==> src/rtl/ex_mem_stage_pkg.sv <==
// Shared definitions for the execute stage: datapath widths, ALU function
// codes, saturation limits and the imm8 sign-extension helper.
package ex_mem_stage_pkg;

  localparam int DW = 16;
  localparam int AW = 4;

  localparam logic [2:0] FUNC_ADD = 3'b000;
  localparam logic [2:0] FUNC_LHB = 3'b001;
  localparam logic [2:0] FUNC_SUB = 3'b010;
  localparam logic [2:0] FUNC_AND = 3'b011;
  localparam logic [2:0] FUNC_NOR = 3'b100;
  localparam logic [2:0] FUNC_SLL = 3'b101;
  localparam logic [2:0] FUNC_SRL = 3'b110;
  localparam logic [2:0] FUNC_SRA = 3'b111;

  localparam logic [DW-1:0] SAT_POS = 16'h7FFF;
  localparam logic [DW-1:0] SAT_NEG = 16'h8000;

  function automatic logic [DW-1:0] sext8(input logic [7:0] v);
    return {{(DW-8){v[7]}}, v};
  endfunction

endpackage

==> src/rtl/ex_mem_stage_if.sv <==
// ID/EX -> EX/MEM bus.
//   *_EX  : operands and controls from the ID/EX register (driven by master)
//   *_MEM : registered result and forwarded controls (driven by slave)
//   zr/ov/ng : architectural flag register (driven by slave)
interface ex_mem_stage_if;
  import ex_mem_stage_pkg::*;

  logic [DW-1:0] p0_EX;
  logic [DW-1:0] p1_EX;
  logic [7:0]    imm8_EX;
  logic [3:0]    shamt_EX;
  logic [2:0]    func_EX;
  logic          src1sel_EX;
  logic          we_mem_EX;
  logic          re_mem_EX;
  logic          wb_sel_EX;
  logic          we_rf_EX;
  logic [AW-1:0] dst_EX;

  logic [DW-1:0] alu_MEM;
  logic [DW-1:0] sdata_MEM;
  logic          we_mem_MEM;
  logic          re_mem_MEM;
  logic          wb_sel_MEM;
  logic          we_rf_MEM;
  logic [AW-1:0] dst_MEM;
  logic          zr;
  logic          ov;
  logic          ng;

  modport master (
    output p0_EX, p1_EX, imm8_EX, shamt_EX, func_EX, src1sel_EX,
           we_mem_EX, re_mem_EX, wb_sel_EX, we_rf_EX, dst_EX,
    input  alu_MEM, sdata_MEM, we_mem_MEM, re_mem_MEM, wb_sel_MEM,
           we_rf_MEM, dst_MEM, zr, ov, ng
  );

  modport slave (
    input  p0_EX, p1_EX, imm8_EX, shamt_EX, func_EX, src1sel_EX,
           we_mem_EX, re_mem_EX, wb_sel_EX, we_rf_EX, dst_EX,
    output alu_MEM, sdata_MEM, we_mem_MEM, re_mem_MEM, wb_sel_MEM,
           we_rf_MEM, dst_MEM, zr, ov, ng
  );

endinterface

==> src/rtl/ex_mem_stage_alu16.sv <==
// alu16: combinational 16-bit ALU.
//   src0, src1 : operands      shamt : shift amount
//   func       : function code imm8  : LHB upper byte
//   result     : ADD/SUB saturate on signed overflow
//   zr, ov, ng : raw flags of this result (the caller decides whether to keep them)
module alu16
  import ex_mem_stage_pkg::*;
(
  input  logic [DW-1:0] src0,
  input  logic [DW-1:0] src1,
  input  logic [3:0]    shamt,
  input  logic [2:0]    func,
  input  logic [7:0]    imm8,
  output logic [DW-1:0] result,
  output logic          zr,
  output logic          ov,
  output logic          ng
);

  logic [DW-1:0] sum;
  logic [DW-1:0] diff;
  logic          sum_ov;
  logic          diff_ov;

  assign sum  = src0 + src1;
  assign diff = src0 - src1;

  // Signed overflow: result sign disagrees with what the operand signs imply.
  assign sum_ov  = (src0[15] == src1[15]) && (sum[15]  != src0[15]);
  assign diff_ov = (src0[15] != src1[15]) && (diff[15] != src0[15]);

  always_comb begin
    result = '0;
    ov     = 1'b0;
    case (func)
      FUNC_ADD: begin
        ov     = sum_ov;
        result = sum_ov ? (src0[15] ? SAT_NEG : SAT_POS) : sum;
      end
      FUNC_LHB: result = {imm8, src0[7:0]};
      FUNC_SUB: begin
        ov     = diff_ov;
        result = diff_ov ? (src0[15] ? SAT_NEG : SAT_POS) : diff;
      end
      FUNC_AND: result = src0 & src1;
      FUNC_NOR: result = ~(src0 | src1);
      FUNC_SLL: result = src0 << shamt;
      FUNC_SRL: result = src0 >> shamt;
      FUNC_SRA: result = $unsigned($signed(src0) >>> shamt);
      default:  result = '0;
    endcase
  end

  assign zr = (result == '0);
  assign ng = result[15];

endmodule

==> src/rtl/ex_mem_stage.sv <==
// ex_mem_stage: execute stage plus EX/MEM pipeline register and Z/V/N flags.
//   clk, rst_n : clock, synchronous active-low reset
//   stall      : hold all state
//   flush      : clear the memory/regfile write and read strobes, hold the rest
//   bus        : ID/EX inputs, EX/MEM outputs and flags (slave side)
// Priority: rst_n > flush > stall > normal.
module ex_mem_stage
  import ex_mem_stage_pkg::*;
(
  input  logic          clk,
  input  logic          rst_n,
  input  logic          stall,
  input  logic          flush,
  ex_mem_stage_if.slave bus
);

  logic [DW-1:0] src1;
  logic [DW-1:0] alu_res;
  logic [DW-1:0] ex_res;
  logic          alu_zr;
  logic          alu_ov;
  logic          alu_ng;
  logic          upd_arith;
  logic          upd_zr;

  assign src1 = bus.src1sel_EX ? sext8(bus.imm8_EX) : bus.p1_EX;

  alu16 u_alu16 (
    .src0   (bus.p0_EX),
    .src1   (src1),
    .shamt  (bus.shamt_EX),
    .func   (bus.func_EX),
    .imm8   (bus.imm8_EX),
    .result (alu_res),
    .zr     (alu_zr),
    .ov     (alu_ov),
    .ng     (alu_ng)
  );

  // Address generation wraps and bypasses the ALU function entirely.
  assign ex_res = bus.src1sel_EX ? (bus.p0_EX + src1) : alu_res;

  assign upd_arith = !bus.src1sel_EX &&
                     ((bus.func_EX == FUNC_ADD) || (bus.func_EX == FUNC_SUB));
  assign upd_zr    = !bus.src1sel_EX && (bus.func_EX != FUNC_LHB);

  always_ff @(posedge clk) begin
    if (!rst_n) begin
      bus.alu_MEM    <= '0;
      bus.sdata_MEM  <= '0;
      bus.we_mem_MEM <= 1'b0;
      bus.re_mem_MEM <= 1'b0;
      bus.wb_sel_MEM <= 1'b0;
      bus.we_rf_MEM  <= 1'b0;
      bus.dst_MEM    <= '0;
      bus.zr         <= 1'b0;
      bus.ov         <= 1'b0;
      bus.ng         <= 1'b0;
    end else if (flush) begin
      bus.we_mem_MEM <= 1'b0;
      bus.re_mem_MEM <= 1'b0;
      bus.we_rf_MEM  <= 1'b0;
    end else if (!stall) begin
      bus.alu_MEM    <= ex_res;
      bus.sdata_MEM  <= bus.p0_EX;
      bus.we_mem_MEM <= bus.we_mem_EX;
      bus.re_mem_MEM <= bus.re_mem_EX;
      bus.wb_sel_MEM <= bus.wb_sel_EX;
      bus.we_rf_MEM  <= bus.we_rf_EX;
      bus.dst_MEM    <= bus.dst_EX;
      if (upd_zr)
        bus.zr <= alu_zr;
      if (upd_arith) begin
        bus.ov <= alu_ov;
        bus.ng <= alu_ng;
      end
    end
  end

endmodule

==> src/flat_wrapper.sv <==
// flat-port wrapper written by rule: the top's interface ports become plain ports
module ex_mem_stage_flat import ex_mem_stage_pkg::*;
  (clk, rst_n, stall, flush, bus_p0_EX, bus_p1_EX, bus_imm8_EX, bus_shamt_EX, bus_func_EX, bus_src1sel_EX, bus_we_mem_EX, bus_re_mem_EX, bus_wb_sel_EX, bus_we_rf_EX, bus_dst_EX, bus_alu_MEM, bus_sdata_MEM, bus_we_mem_MEM, bus_re_mem_MEM, bus_wb_sel_MEM, bus_we_rf_MEM, bus_dst_MEM, bus_zr, bus_ov, bus_ng);
  ex_mem_stage_if bus_i ();
  input  logic clk;
  input  logic rst_n;
  input  logic stall;
  input  logic flush;
  input wire logic [$bits(bus_i.p0_EX)-1:0] bus_p0_EX;
  input wire logic [$bits(bus_i.p1_EX)-1:0] bus_p1_EX;
  input wire logic [$bits(bus_i.imm8_EX)-1:0] bus_imm8_EX;
  input wire logic [$bits(bus_i.shamt_EX)-1:0] bus_shamt_EX;
  input wire logic [$bits(bus_i.func_EX)-1:0] bus_func_EX;
  input wire logic [$bits(bus_i.src1sel_EX)-1:0] bus_src1sel_EX;
  input wire logic [$bits(bus_i.we_mem_EX)-1:0] bus_we_mem_EX;
  input wire logic [$bits(bus_i.re_mem_EX)-1:0] bus_re_mem_EX;
  input wire logic [$bits(bus_i.wb_sel_EX)-1:0] bus_wb_sel_EX;
  input wire logic [$bits(bus_i.we_rf_EX)-1:0] bus_we_rf_EX;
  input wire logic [$bits(bus_i.dst_EX)-1:0] bus_dst_EX;
  output wire logic [$bits(bus_i.alu_MEM)-1:0] bus_alu_MEM;
  output wire logic [$bits(bus_i.sdata_MEM)-1:0] bus_sdata_MEM;
  output wire logic [$bits(bus_i.we_mem_MEM)-1:0] bus_we_mem_MEM;
  output wire logic [$bits(bus_i.re_mem_MEM)-1:0] bus_re_mem_MEM;
  output wire logic [$bits(bus_i.wb_sel_MEM)-1:0] bus_wb_sel_MEM;
  output wire logic [$bits(bus_i.we_rf_MEM)-1:0] bus_we_rf_MEM;
  output wire logic [$bits(bus_i.dst_MEM)-1:0] bus_dst_MEM;
  output wire logic [$bits(bus_i.zr)-1:0] bus_zr;
  output wire logic [$bits(bus_i.ov)-1:0] bus_ov;
  output wire logic [$bits(bus_i.ng)-1:0] bus_ng;
  assign bus_i.p0_EX = bus_p0_EX;
  assign bus_i.p1_EX = bus_p1_EX;
  assign bus_i.imm8_EX = bus_imm8_EX;
  assign bus_i.shamt_EX = bus_shamt_EX;
  assign bus_i.func_EX = bus_func_EX;
  assign bus_i.src1sel_EX = bus_src1sel_EX;
  assign bus_i.we_mem_EX = bus_we_mem_EX;
  assign bus_i.re_mem_EX = bus_re_mem_EX;
  assign bus_i.wb_sel_EX = bus_wb_sel_EX;
  assign bus_i.we_rf_EX = bus_we_rf_EX;
  assign bus_i.dst_EX = bus_dst_EX;
  assign bus_alu_MEM = bus_i.alu_MEM;
  assign bus_sdata_MEM = bus_i.sdata_MEM;
  assign bus_we_mem_MEM = bus_i.we_mem_MEM;
  assign bus_re_mem_MEM = bus_i.re_mem_MEM;
  assign bus_wb_sel_MEM = bus_i.wb_sel_MEM;
  assign bus_we_rf_MEM = bus_i.we_rf_MEM;
  assign bus_dst_MEM = bus_i.dst_MEM;
  assign bus_zr = bus_i.zr;
  assign bus_ov = bus_i.ov;
  assign bus_ng = bus_i.ng;
  ex_mem_stage u_core (.clk(clk), .rst_n(rst_n), .stall(stall), .flush(flush), .bus(bus_i));
endmodule
==> config.mk <==
export PLATFORM = sky130hd
export DESIGN_NAME = ex_mem_stage_flat
export DESIGN_NICKNAME = d
export VERILOG_FILES = /design/src/rtl/ex_mem_stage_pkg.sv /design/src/rtl/ex_mem_stage_if.sv /design/src/rtl/ex_mem_stage_alu16.sv /design/src/rtl/ex_mem_stage.sv /design/src/flat_wrapper.sv
export SDC_FILE = /design/constraint.sdc
export NUM_CORES = 1
export LEC_CHECK = 0
export CORE_ASPECT_RATIO = 1.5
export CORE_MARGIN = 2
export CORE_UTILIZATION = 50
export CTS_CLUSTER_SIZE = 12
export DETAILED_ROUTE_END_ITERATION = 12
export GPL_TIMING_DRIVEN = 1
export PLACE_DENSITY = 0.74
export REMOVE_ABC_BUFFERS = 1
export SYNTH_ARGS = -nofsm -noshare
export SYNTH_HDL_FRONTEND = slang
export SYNTH_SLANG_ARGS = --single-unit
==> constraint.sdc <==
create_clock -name clk -period 10.8 [get_ports clk]
set_input_delay 1.62 -clock clk [delete_from_list [all_inputs] [get_ports clk]]
set_output_delay 1.62 -clock clk [all_outputs]
set_load 0.02 [all_outputs]
==> results of run 1 <==
## final cells by class
cell class | instances | share of cell area
clock buffer | 5 | 0.0169
clock inverter | 3 | 0.00321
inverter | 55 | 0.0278
multi-input combinational | 677 | 0.660
sequential | 43 | 0.116
tap | 156 | 0.0263
timing repair buffer | 115 | 0.150
## cells by family after synthesis
| kind of cell | synth area share |
|---|---|
| and+or+nand+nor | 0.197 |
| AOI/OAI and AO/OA | 0.294 |
| muxes | 0.169 |
| xor gates and xnor gates | 0.0197 |
| buffers and inverters | 0.0781 |
| adders and majority gates | 0.104 |
| DFF | 0.138 |
## metal layers
| layer | track usage | vias to the layer above | part of all wire | wire, um |
|---|---|---|---|---|
| met3 | 0.0417 | 70 | 0.074 | 1770 |
| met5 | 0 | - | 0 | 0 |
| met2 | 0.615 | 395 | 0.50 | 11900 |
| met1 | 0.422 | 3207 | 0.37 | 8880 |
| met4 | 0.162 | 0 | 0.055 | 1310 |
| li1 | - | 3211 | - | - |
## flip-flops by register name, indices dropped and copies added, names as in the netlist
signal                 count
u_core.bus.alu_MEM        16
u_core.bus.dst_MEM         4
u_core.bus.ng              1
u_core.bus.ov              1
u_core.bus.re_mem_MEM      1
u_core.bus.sdata_MEM      16
u_core.bus.wb_sel_MEM      1
u_core.bus.we_mem_MEM      1
u_core.bus.we_rf_MEM       1
u_core.bus.zr              1
## how the worst min path moves through the flow
| stage | from | end | cells past startpoint |
|---|---|---|---|
| floorplan | u_core.bus.dst_MEM[0] | u_core.bus.dst_MEM[0] | 2 |
| global placement | u_core.bus.sdata_MEM[10] | u_core.bus.sdata_MEM[10] | 2 |
| detailed placement | u_core.bus.sdata_MEM[13] | u_core.bus.sdata_MEM[13] | 2 |
| CTS | u_core.bus.sdata_MEM[13] | u_core.bus.sdata_MEM[13] | 2 |
| global route | u_core.bus.dst_MEM[1] | u_core.bus.dst_MEM[1] | 2 |
| finish | u_core.bus.sdata_MEM[13] | u_core.bus.sdata_MEM[13] | 2 |
## report_power, final
| part | switching (mW) | leakage (nW) | internal [mW] | total, mW |
|---|---|---|---|---|
| Combinational | 0.239 | 2.59 | 0.156 | 0.394 |
| Sequential | 0.00406 | 0.352 | 0.167 | 0.171 |
| Clock | 0.0731 | 0.0664 | 0.0867 | 0.160 |
## cell usage after synthesis, types with 13 or more instances
| cell type | number |
|---|---|
| a211oi_1 | 19 |
| a21oi_1 | 81 |
| buf_2 | 14 |
| clkbuf_1 | 35 |
| dfxtp_1 | 43 |
| ha_1 | 47 |
| inv_1 | 50 |
| mux2i_1 | 40 |
| mux4_2 | 23 |
| nand2_1 | 91 |
| nand3_1 | 17 |
| nor2_1 | 79 |
| nor3_1 | 22 |
| o21ai_0 | 32 |
| o21ai_1 | 13 |
## stage by stage
| stage | util | instances |
|---|---|---|
| 2_1_floorplan | - | 775 |
| 3_3_place_gp | 0.590 | 1046 |
| 3_5_place_dp | 0.590 | 1046 |
| 4_1_cts | 0.602 | 1054 |
| 5_1_grt | 0.602 | 1054 |
| 6_report | 0.602 | 1054 |
## worst register-to-register path, cell delays in order, from the launching register on
cell and delay [ns]:
dfxtp_1 0.34, nor2_1 0.05, a311oi_1 0.25
==> impl_metrics.csv, run 1 <==
group,metric,value,unit
timing,fin_ws,3.30,ns
critical_path,path_cells,"clkdlybuf4s50_1 > buf_4 > and2_1 > a21oi_1 > ha_1 > nor3_1 > nand2_1 > o21ai_1 > o211ai_1 > nand2_1 > a21oi_1 > nor2_1 > nor2_1 > fa_1 > inv_1 > o311ai_2 > a21oi_1 > a221o_1 > a211oi_1 > a21oi_1 > a21oi_1 > o2111ai_1 > o31ai_1",
logic_synthesis,ys_top_cells_by_area,"dfxtp_1, ha_1, mux4_2",
die,io_pins,103,
outcome,outcome,"completed",
placement,gp_congestion,1.01,
drt,drtPass1Iterations,5,
cts,cts_tree,"built",
cts,path_clk_slew,0.07,ns
cts,cts_sinks,43,
cts,htree_levels,2,
timing,rsz0062_at_grt,"no",
logic_synthesis,synthArstFlopShare,0,
power,finalPower,0.726,mW
drt,post_drt_wl_per_cell,22.7,um
critical_path,cp_slowest_cell,"o311ai_2",
critical_path,rrSetupSlack,10.07,ns
die,fp.dieArea,13400,sq um
global_routing,grt_use_total,0.352,
timing,fmax,133,MHz
cts,numCtsBuffers,5,
cts,clock_path_buffers,2,
logic_synthesis,synth-seq-area-share,0.138,
global_routing,antenna_found_initial,0,
critical_path,cp_top_family,"compound AO/OA/AOI/OAI gates",
timing,finalCriticalPeriod,7.50,ns
critical_path,max_stage_delay,0.94,ns
cts,post_cts_buffers,0,
timing,hold_viol,0,
timing,slew_violations,0,
critical_path,cp-end-kind,"register",
critical_path,crit_end,"u_core.bus.zr",
critical_path,r2r_start,"u_core.bus.alu_MEM[5]",
cts,insertion_delay,0.30,ns
layout,fillerInstances,1145,
critical_path,worst_ep_arrival_time,7.70,ns
timing,fin_skew,0,ns
logic_synthesis,syn_avg_cell_area,7.45,sq um
logic_synthesis,synth_top_cell_by_area,"dfxtp_1",
layout,final_cell_mix,"clkdlybuf4s50_1, nand2_1, a21oi_1",
critical_path,crit_path_max_fanout,21,
die,die_h,141,um
power,ir_worst_vdd,0.0540,mV
layout,drive_gt1_frac,0.0824,
drt,dr_total_vias,6883,
layout,finalNetCount,1007,
power,power_leakage,3.01,nW
placement,hpwlAfterDp,18600,um
critical_path,path_buf_inv,3,
die,die_w,95.2,um
global_routing,grt_pass1_wl,36000,um
global_routing,grt_max_degree,52,
logic_synthesis,ys_seq_elements,43,
layout,design_area,7420,sq um
layout,diodes,0,
layout,multi_input_area,4890,sq um
die,initial_core_util,0.506,
timing,max_slew_margin,0.222,
timing,period_share,0.694,
cts,root_buffer,"clkbuf_16",
placement,dpl-instance-area,7270,sq um
cts,cts_hold_buf,0,
timing,fin_tns_setup,0,ns
critical_path,crit_type,"in2reg",
hold_path,hold_path_class,"reg2reg",
timing,tightestPinTransition,1.17,ns
critical_path,cp_common_cell,"a21oi_1",
timing,whs,0.453,ns
logic_synthesis,synth_area,6230,sq um
timing,finalSetupViolations,0,
logic_synthesis,synth_cell_type_count,78,
logic_synthesis,ys_warn_count,0,
drt,vias_per_cell,6.53,
critical_path,crit_path_start_kind,"input pin",
critical_path,worstPathRequired,11.00,ns
logic_synthesis,synth_edf_count,0,
logic_synthesis,synth.top_cell.area_share,0.138,
drt,ant_nets,0,
cts,ctsResizeCount,0,
placement,portBuffers,102,
drt,finalWirelength,23900,um
die,num_rows,50,
layout,area_growth,19.0,%
logic_synthesis,synthCells,836,
placement,dp_worst_setup_slack,3.08,ns
critical_path,crit_path_start,"bus_src1sel_EX",
drt,dr.first_iter.drc_count,614,
critical_path,r2r-end,"u_core.bus.alu_MEM[5]",
global_routing,grt_pass1_vias,6326,
global_routing,grt.overflow.total,0,
drt,drc,0,
critical_path,worstRegToRegCells,2,
job,maxCapViolCount,0,
layout,seqCellArea,861,sq um
die,core-area,12300,sq um
critical_path,crit_cells,23,
power,pwr_density_cell,97.8,nW/um^2
logic_synthesis,synthFlopType,"dfxtp_1",
layout,layout_commonest_cell,"clkdlybuf4s50_1",
(Power assumes the default switching activity.)
==> run 2, diff against run 1 <==
Clock period 10.8 ns to 7.7 ns, I/O delays scaled along.
==> impl_metrics.csv, run 2 (synthesis gave the netlist of run 1 again) <==
group,metric,value,unit
layout,drive_gt1_frac,0.0865,
timing,finalSetupViolations,0,
hold_path,hold_start,"u_core.bus.sdata_MEM[3]",
cts,numCtsBuffers,5,
timing,tightestPinTransition,1.05,ns
critical_path,crit_path_start_kind,"input pin",
cts,ctsResizeCount,0,
timing,fin_skew,0,ns
cts,path_clk_slew,0.06,ns
die,initial_core_util,0.506,
drt,dr.first_iter.drc_count,702,
critical_path,worstPathRequired,7.91,ns
drt,dr_total_vias,6938,
cts,cts_hold_buf,0,
critical_path,r2r-end,"u_core.bus.alu_MEM[5]",
cts,insertion_delay,0.28,ns
timing,fin_tns_setup,0,ns
placement,hpwlAfterDp,18400,um
placement,portBuffers,102,
power,finalPower,1.04,mW
critical_path,rrSetupSlack,6.92,ns
power,ir_worst_vdd,0.118,mV
die,core-area,12300,sq um
cts,htree_levels,2,
power,power_leakage,3.04,nW
critical_path,cp_slowest_cell,"clkdlybuf4s50_1",
timing,slew_violations,0,
die,die_h,141,um
timing,finalCriticalPeriod,6.24,ns
layout,finalNetCount,1011,
global_routing,grt.overflow.total,0,
cts,root_buffer,"clkbuf_16",
hold_path,hold_path_end,"u_core.bus.sdata_MEM[3]",
layout,largest_registers,"u_core.bus.alu_MEM x16, u_core.bus.sdata_MEM x16, u_core.bus.dst_MEM x4",
cts,cts_tree,"built",
global_routing,grt_max_degree,52,
timing,hold_viol,0,
die,fp.dieArea,13400,sq um
global_routing,grt_use_total,0.349,
critical_path,crit_path_max_fanout,11,
drt,vias_per_cell,6.56,
critical_path,worst_ep_arrival_time,6.45,ns
layout,layout_commonest_cell,"clkdlybuf4s50_1",
cts,post_cts_buffers,0,
die,io_pins,103,
critical_path,crit_type,"in2reg",
drt,post_drt_wl_per_cell,22.2,um
critical_path,cp-end-kind,"register",
critical_path,cp_top_family,"simple AND/OR/NAND/NOR gates",
critical_path,max_stage_delay,0.59,ns
global_routing,grt_pass1_wl,35700,um
global_routing,antenna_found_initial,0,
power,pwr_density_cell,139,nW/um^2
critical_path,r2r_start,"u_core.bus.alu_MEM[5]",
timing,period_share,0.810,
critical_path,path_buf_inv,1,
die,num_rows,50,
drt,finalWirelength,23400,um
cts,clock_path_buffers,2,
timing,max_slew_margin,0.294,
outcome,outcome,"completed",
critical_path,path_cells,"clkdlybuf4s50_1 > and2_1 > a21oi_1 > ha_1 > nor3_1 > nand2_1 > o21ai_1 > o211ai_1 > nand2_1 > a21oi_1 > nor2_1 > nor2_1 > fa_1 > xnor2_1 > and2_1 > nor3b_1 > mux2i_1 > a21oi_2 > nand3_2 > a2111oi_2 > nand4_1 > o31ai_1",
placement,gp_congestion,1.01,
layout,final_cell_mix,"clkdlybuf4s50_1, nand2_1, a21oi_1",
hold_path,hold_path_class,"reg2reg",
cts,cts_sinks,43,
global_routing,grt_pass1_vias,6386,
drt,drtPass1Iterations,6,
timing,whs,0.451,ns
hold_path,holdPathStages,2,
layout,diodes,0,
drt,ant_nets,0,
job,maxCapViolCount,0,
timing,fmax,160,MHz
drt,drc,0,
layout,area_growth,19.8,%
critical_path,worstRegToRegCells,2,
timing,rsz0062_at_grt,"no",
die,die_w,95.2,um
## run 2: cell types whose count changed in the layout (fill, tap and decap cells not counted), sizes merged
cell | before | now
clkinv | 1 | 3
bufinv | 0 | 1
inv | 55 | 54
clkinvlp | 2 | 0
buf | 14 | 18
## run 2: metal layers
| metal | track usage | share of wire | wire (um) |
|---|---|---|---|
| met2 | 0.590 | 0.49 | 11400 |
| met4 | 0.201 | 0.066 | 1560 |
| met3 | 0.0267 | 0.071 | 1670 |
| met5 | 0 | 0 | 0 |
| met1 | 0.426 | 0.38 | 8810 |
## run 2: how the worst max path moves through the flow
stage / from / end / slack (ns) / depth (start not counted)
finish: bus_src1sel_EX / u_core.bus.zr / 1.46 / 22
CTS: bus_src1sel_EX / u_core.bus.zr / 1.56 / 22
global placement: bus_src1sel_EX / u_core.bus.zr / 1.37 / 22
detailed placement: bus_src1sel_EX / u_core.bus.zr / 1.28 / 22
floorplan: bus_src1sel_EX / u_core.bus.zr / 2.29 / 20
global route: bus_src1sel_EX / u_core.bus.zr / 1.04 / 22
## run 2: final cells by class
cell class	instances	area (sq um)
multi-input combinational	677	4890
fill	1196	4860
timing repair buffer	119	1140
sequential	43	861
inverter	55	206
tap	156	195
clock buffer	5	125
clock inverter	3	43.8
## run 2: power breakdown
group	leakage, nW	switching, mW	total (mW)	internal (mW)
registers	0.352	0.00577	0.240	0.235
clock network	0.0838	0.0904	0.243	0.153
logic	2.61	0.335	0.555	0.220
total	3.04	0.431	1.04	0.607
## run 2: worst min-delay path, delay by kind of cell, from the launching register on
| kind | cells | cell delay (ns) |
|---|---|---|
| DFF | 1 | 0.31 |
| and+or+nand+nor | 1 | 0.05 |
| AOI/OAI and AO/OA | 1 | 0.05 |
## run 2: per-stage QoR
step	cell area [sq um]	setup WS [ns]	instances	util
finish	7470	1.46	1058	0.606
global route	7470	1.04	1058	0.606
CTS	7470	1.56	1058	0.606
detailed placement	7300	1.28	1050	0.592
global placement	7300	1.37	1050	0.592
floorplan	5950	2.29	775	-
==> run 3, diff against run 2 <==
Settings changed: PLACE_DENSITY 0.74 to 0.77.
Clock period 7.7 ns to 5.65 ns, I/O delays scaled along.
==> impl_metrics.csv, run 3 (synthesis gave the netlist of run 1 again) <==
group,metric,value,unit
cts,path_clk_slew,0.07,ns
timing,fin_ws,0.229,ns
hold_path,hold_path_class,"reg2reg",
critical_path,max_stage_delay,0.52,ns
cts,cts_tree,"built",
critical_path,cp-end-kind,"register",
critical_path,crit_path_max_fanout,10,
die,die_h,141,um
critical_path,r2r-end,"u_core.bus.alu_MEM[5]",
timing,tightestPinTransition,0.999,ns
layout,design_area,7930,sq um
placement,dp.cells,1106,
power,internal-power,0.882,mW
critical_path,worstRegToRegCells,2,
power,seq_power_share,0.219,
timing,hold_viol,0,
drt,dr_total_vias,7221,
critical_path,path_cells,"clkdlybuf4s50_1 > buf_12 > and2_1 > a21oi_1 > ha_1 > buf_4 > nor2b_1 > nor2_1 > nand3_1 > o211ai_1 > nand2_1 > a21oi_1 > nor2_1 > nor2_1 > fa_1 > xnor2_1 > and2_1 > nor3b_1 > mux2i_1 > a21oi_2 > nand3_2 > a2111oi_2 > nand4_1 > o31ai_1",
placement,dp_worst_setup_slack,0.0115,ns
die,core-area,12300,sq um
global_routing,grt_pass1_vias,6685,
die,num_rows,50,
global_routing,grt_max_degree,52,
critical_path,path_buf_inv,3,
cts,root_buffer,"clkbuf_16",
timing,fin_skew,0,ns
critical_path,crit_path_start_kind,"input pin",
outcome,outcome,"completed",
global_routing,antenna_found_initial,0,
layout,area_growth,27.3,%
timing,finalSetupViolations,0,
layout,layout_commonest_cell,"clkdlybuf4s50_1",
cts,htree_levels,2,
layout,diodes,0,
timing,fmax,184,MHz
layout,layoutNonFillerInstCount,1116,
placement,dpl-instance-area,7730,sq um
cts,cts_hold_buf,0,
timing,max_slew_margin,0.334,
drt,ant_nets,0,
critical_path,worst_ep_arrival_time,5.62,ns
layout,fillerInstances,1130,
power,power_leakage,3.33,nW
die,io_pins,103,
critical_path,rrSetupSlack,4.91,ns
layout,finalNetCount,1069,
job,maxCapViolCount,0,
timing,period_share,0.959,
critical_path,crit_type,"in2reg",
hold_path,hold_path_end,"u_core.bus.sdata_MEM[9]",
die,initial_core_util,0.506,
power,p_sw,0.616,mW
critical_path,r2r_start,"u_core.bus.alu_MEM[5]",
cts,cts_sinks,43,
layout,final_core_util,0.643,
drt,dr.first_iter.drc_count,601,
power,pwr-share-clk,0.226,
global_routing,grt.overflow.total,0,
critical_path,cp_top_family,"simple AND/OR/NAND/NOR gates",
die,fp.dieArea,13400,sq um
cts,numCtsBuffers,5,
layout,final_cell_mix,"clkdlybuf4s50_1, nand2_1, a21oi_1",
global_routing,grt_use_total,0.364,
cts,insertion_delay,0.29,ns
placement,gp_congestion,1.09,
drt,vias_per_cell,6.47,
drt,drc,0,
hold_path,holdPathStages,2,
timing,finalCriticalPeriod,5.42,ns
power,pwr_density_cell,189,nW/um^2
drt,finalWirelength,24600,um
timing,slew_violations,0,
critical_path,cp_common_cell,"nor2_1",
drt,post_drt_wl_per_cell,22.0,um
die,die_w,95.2,um
hold_path,hold_start,"u_core.bus.sdata_MEM[9]",
layout,drive_gt1_frac,0.144,
critical_path,cp_slowest_cell,"clkdlybuf4s50_1",
placement,hpwlAfterDp,19600,um
power,combPwrFrac,0.555,
cts,clock_path_buffers,2,
drt,drtPass1Iterations,6,
global_routing,grt_pass1_wl,37200,um
critical_path,worstPathRequired,5.85,ns
power,ir_worst_vdd,0.114,mV
placement,portBuffers,102,
power,switching_share,0.411,
layout,largest_registers,"u_core.bus.alu_MEM x16, u_core.bus.sdata_MEM x16, u_core.bus.dst_MEM x4",
run 3: changes by cell type in the layout (fill, tap and decap cells not counted):
cell       change
buf_4         +56
buf_6          +1
a2111oi_0      -1
nor3_1         -1
a2111oi_1      +1
buf_12         +1
o221ai_2       +1
nor3_2         +1
o221ai_1       -1
run 3: power by group through the flow:
| stage | Combinational [mW] | Sequential [mW] | Clock, mW |
|---|---|---|---|
| 2_1_floorplan | 0.430 | 0.354 | 0 |
| 3_3_place_gp | 0.798 | 0.334 | 0 |
| 3_5_place_dp | 0.802 | 0.334 | 0 |
| 4_1_cts | 0.806 | 0.327 | 0.341 |
| 5_1_grt | 0.885 | 0.329 | 0.352 |
| 6_report | 0.832 | 0.327 | 0.339 |
run 3: final cells by class:
cell class,instances,area (sq um),area share
multi-input cells,677,4900,0.618
flip-flops and latches,43,861,0.109
clock inverters,3,43.8,0.00552
clock buffers,5,125,0.0158
inverters,55,206,0.0260
repair buffers,177,1600,0.201
well taps,156,195,0.0246
run 3: layer usage:
layer / track usage / up-vias / share of wire
met1: 0.430 / 3389 / 0.37
met4: 0.245 / 0 / 0.077
met5: 0 / - / 0
met3: 0.0577 / 112 / 0.076
met2: 0.595 / 394 / 0.48
li1: - / 3326 / -
run 3: worst min-delay path, delay by kind of cell, from the launching register on:
family	cells	cell delay [ns]
flip-flops	1	0.31
AND/OR/NAND/NOR	1	0.05
AO/OA/AOI/OAI	1	0.05
run 3: how the worst max path moves through the flow:
| stage | start | end | slack (ns) | cells after the start |
|---|---|---|---|---|
| after floorplan | bus_src1sel_EX | u_core.bus.zr | 0.55 | 20 |
| after global placement | bus_src1sel_EX | u_core.bus.zr | 0.11 | 23 |
| after detailed placement | bus_src1sel_EX | u_core.bus.zr | 0.01 | 26 |
| after CTS | bus_src1sel_EX | u_core.bus.zr | 0.30 | 26 |
| after global routing | bus_src1sel_EX | u_core.bus.zr | -0.11 | 24 |
| final | bus_src1sel_EX | u_core.bus.zr | 0.23 | 24 |
run 3: repair_timing:
item                                   4_1_cts  5_1_grt
gates resized for setup                      0        4
endpoints found under the hold margin        0        0
setup endpoints to repair                    0        2
setup buffers                                0        2
run 3: metrics by stage:
step	power (mW)	hold WS, ns	TNS, ns
after floorplan	0.784	0.535	0
after global placement	1.13	0.440	0
after detailed placement	1.14	0.446	0
after CTS	1.47	0.455	0
after global routing	1.57	0.469	-0.185
final	1.50	0.452	0
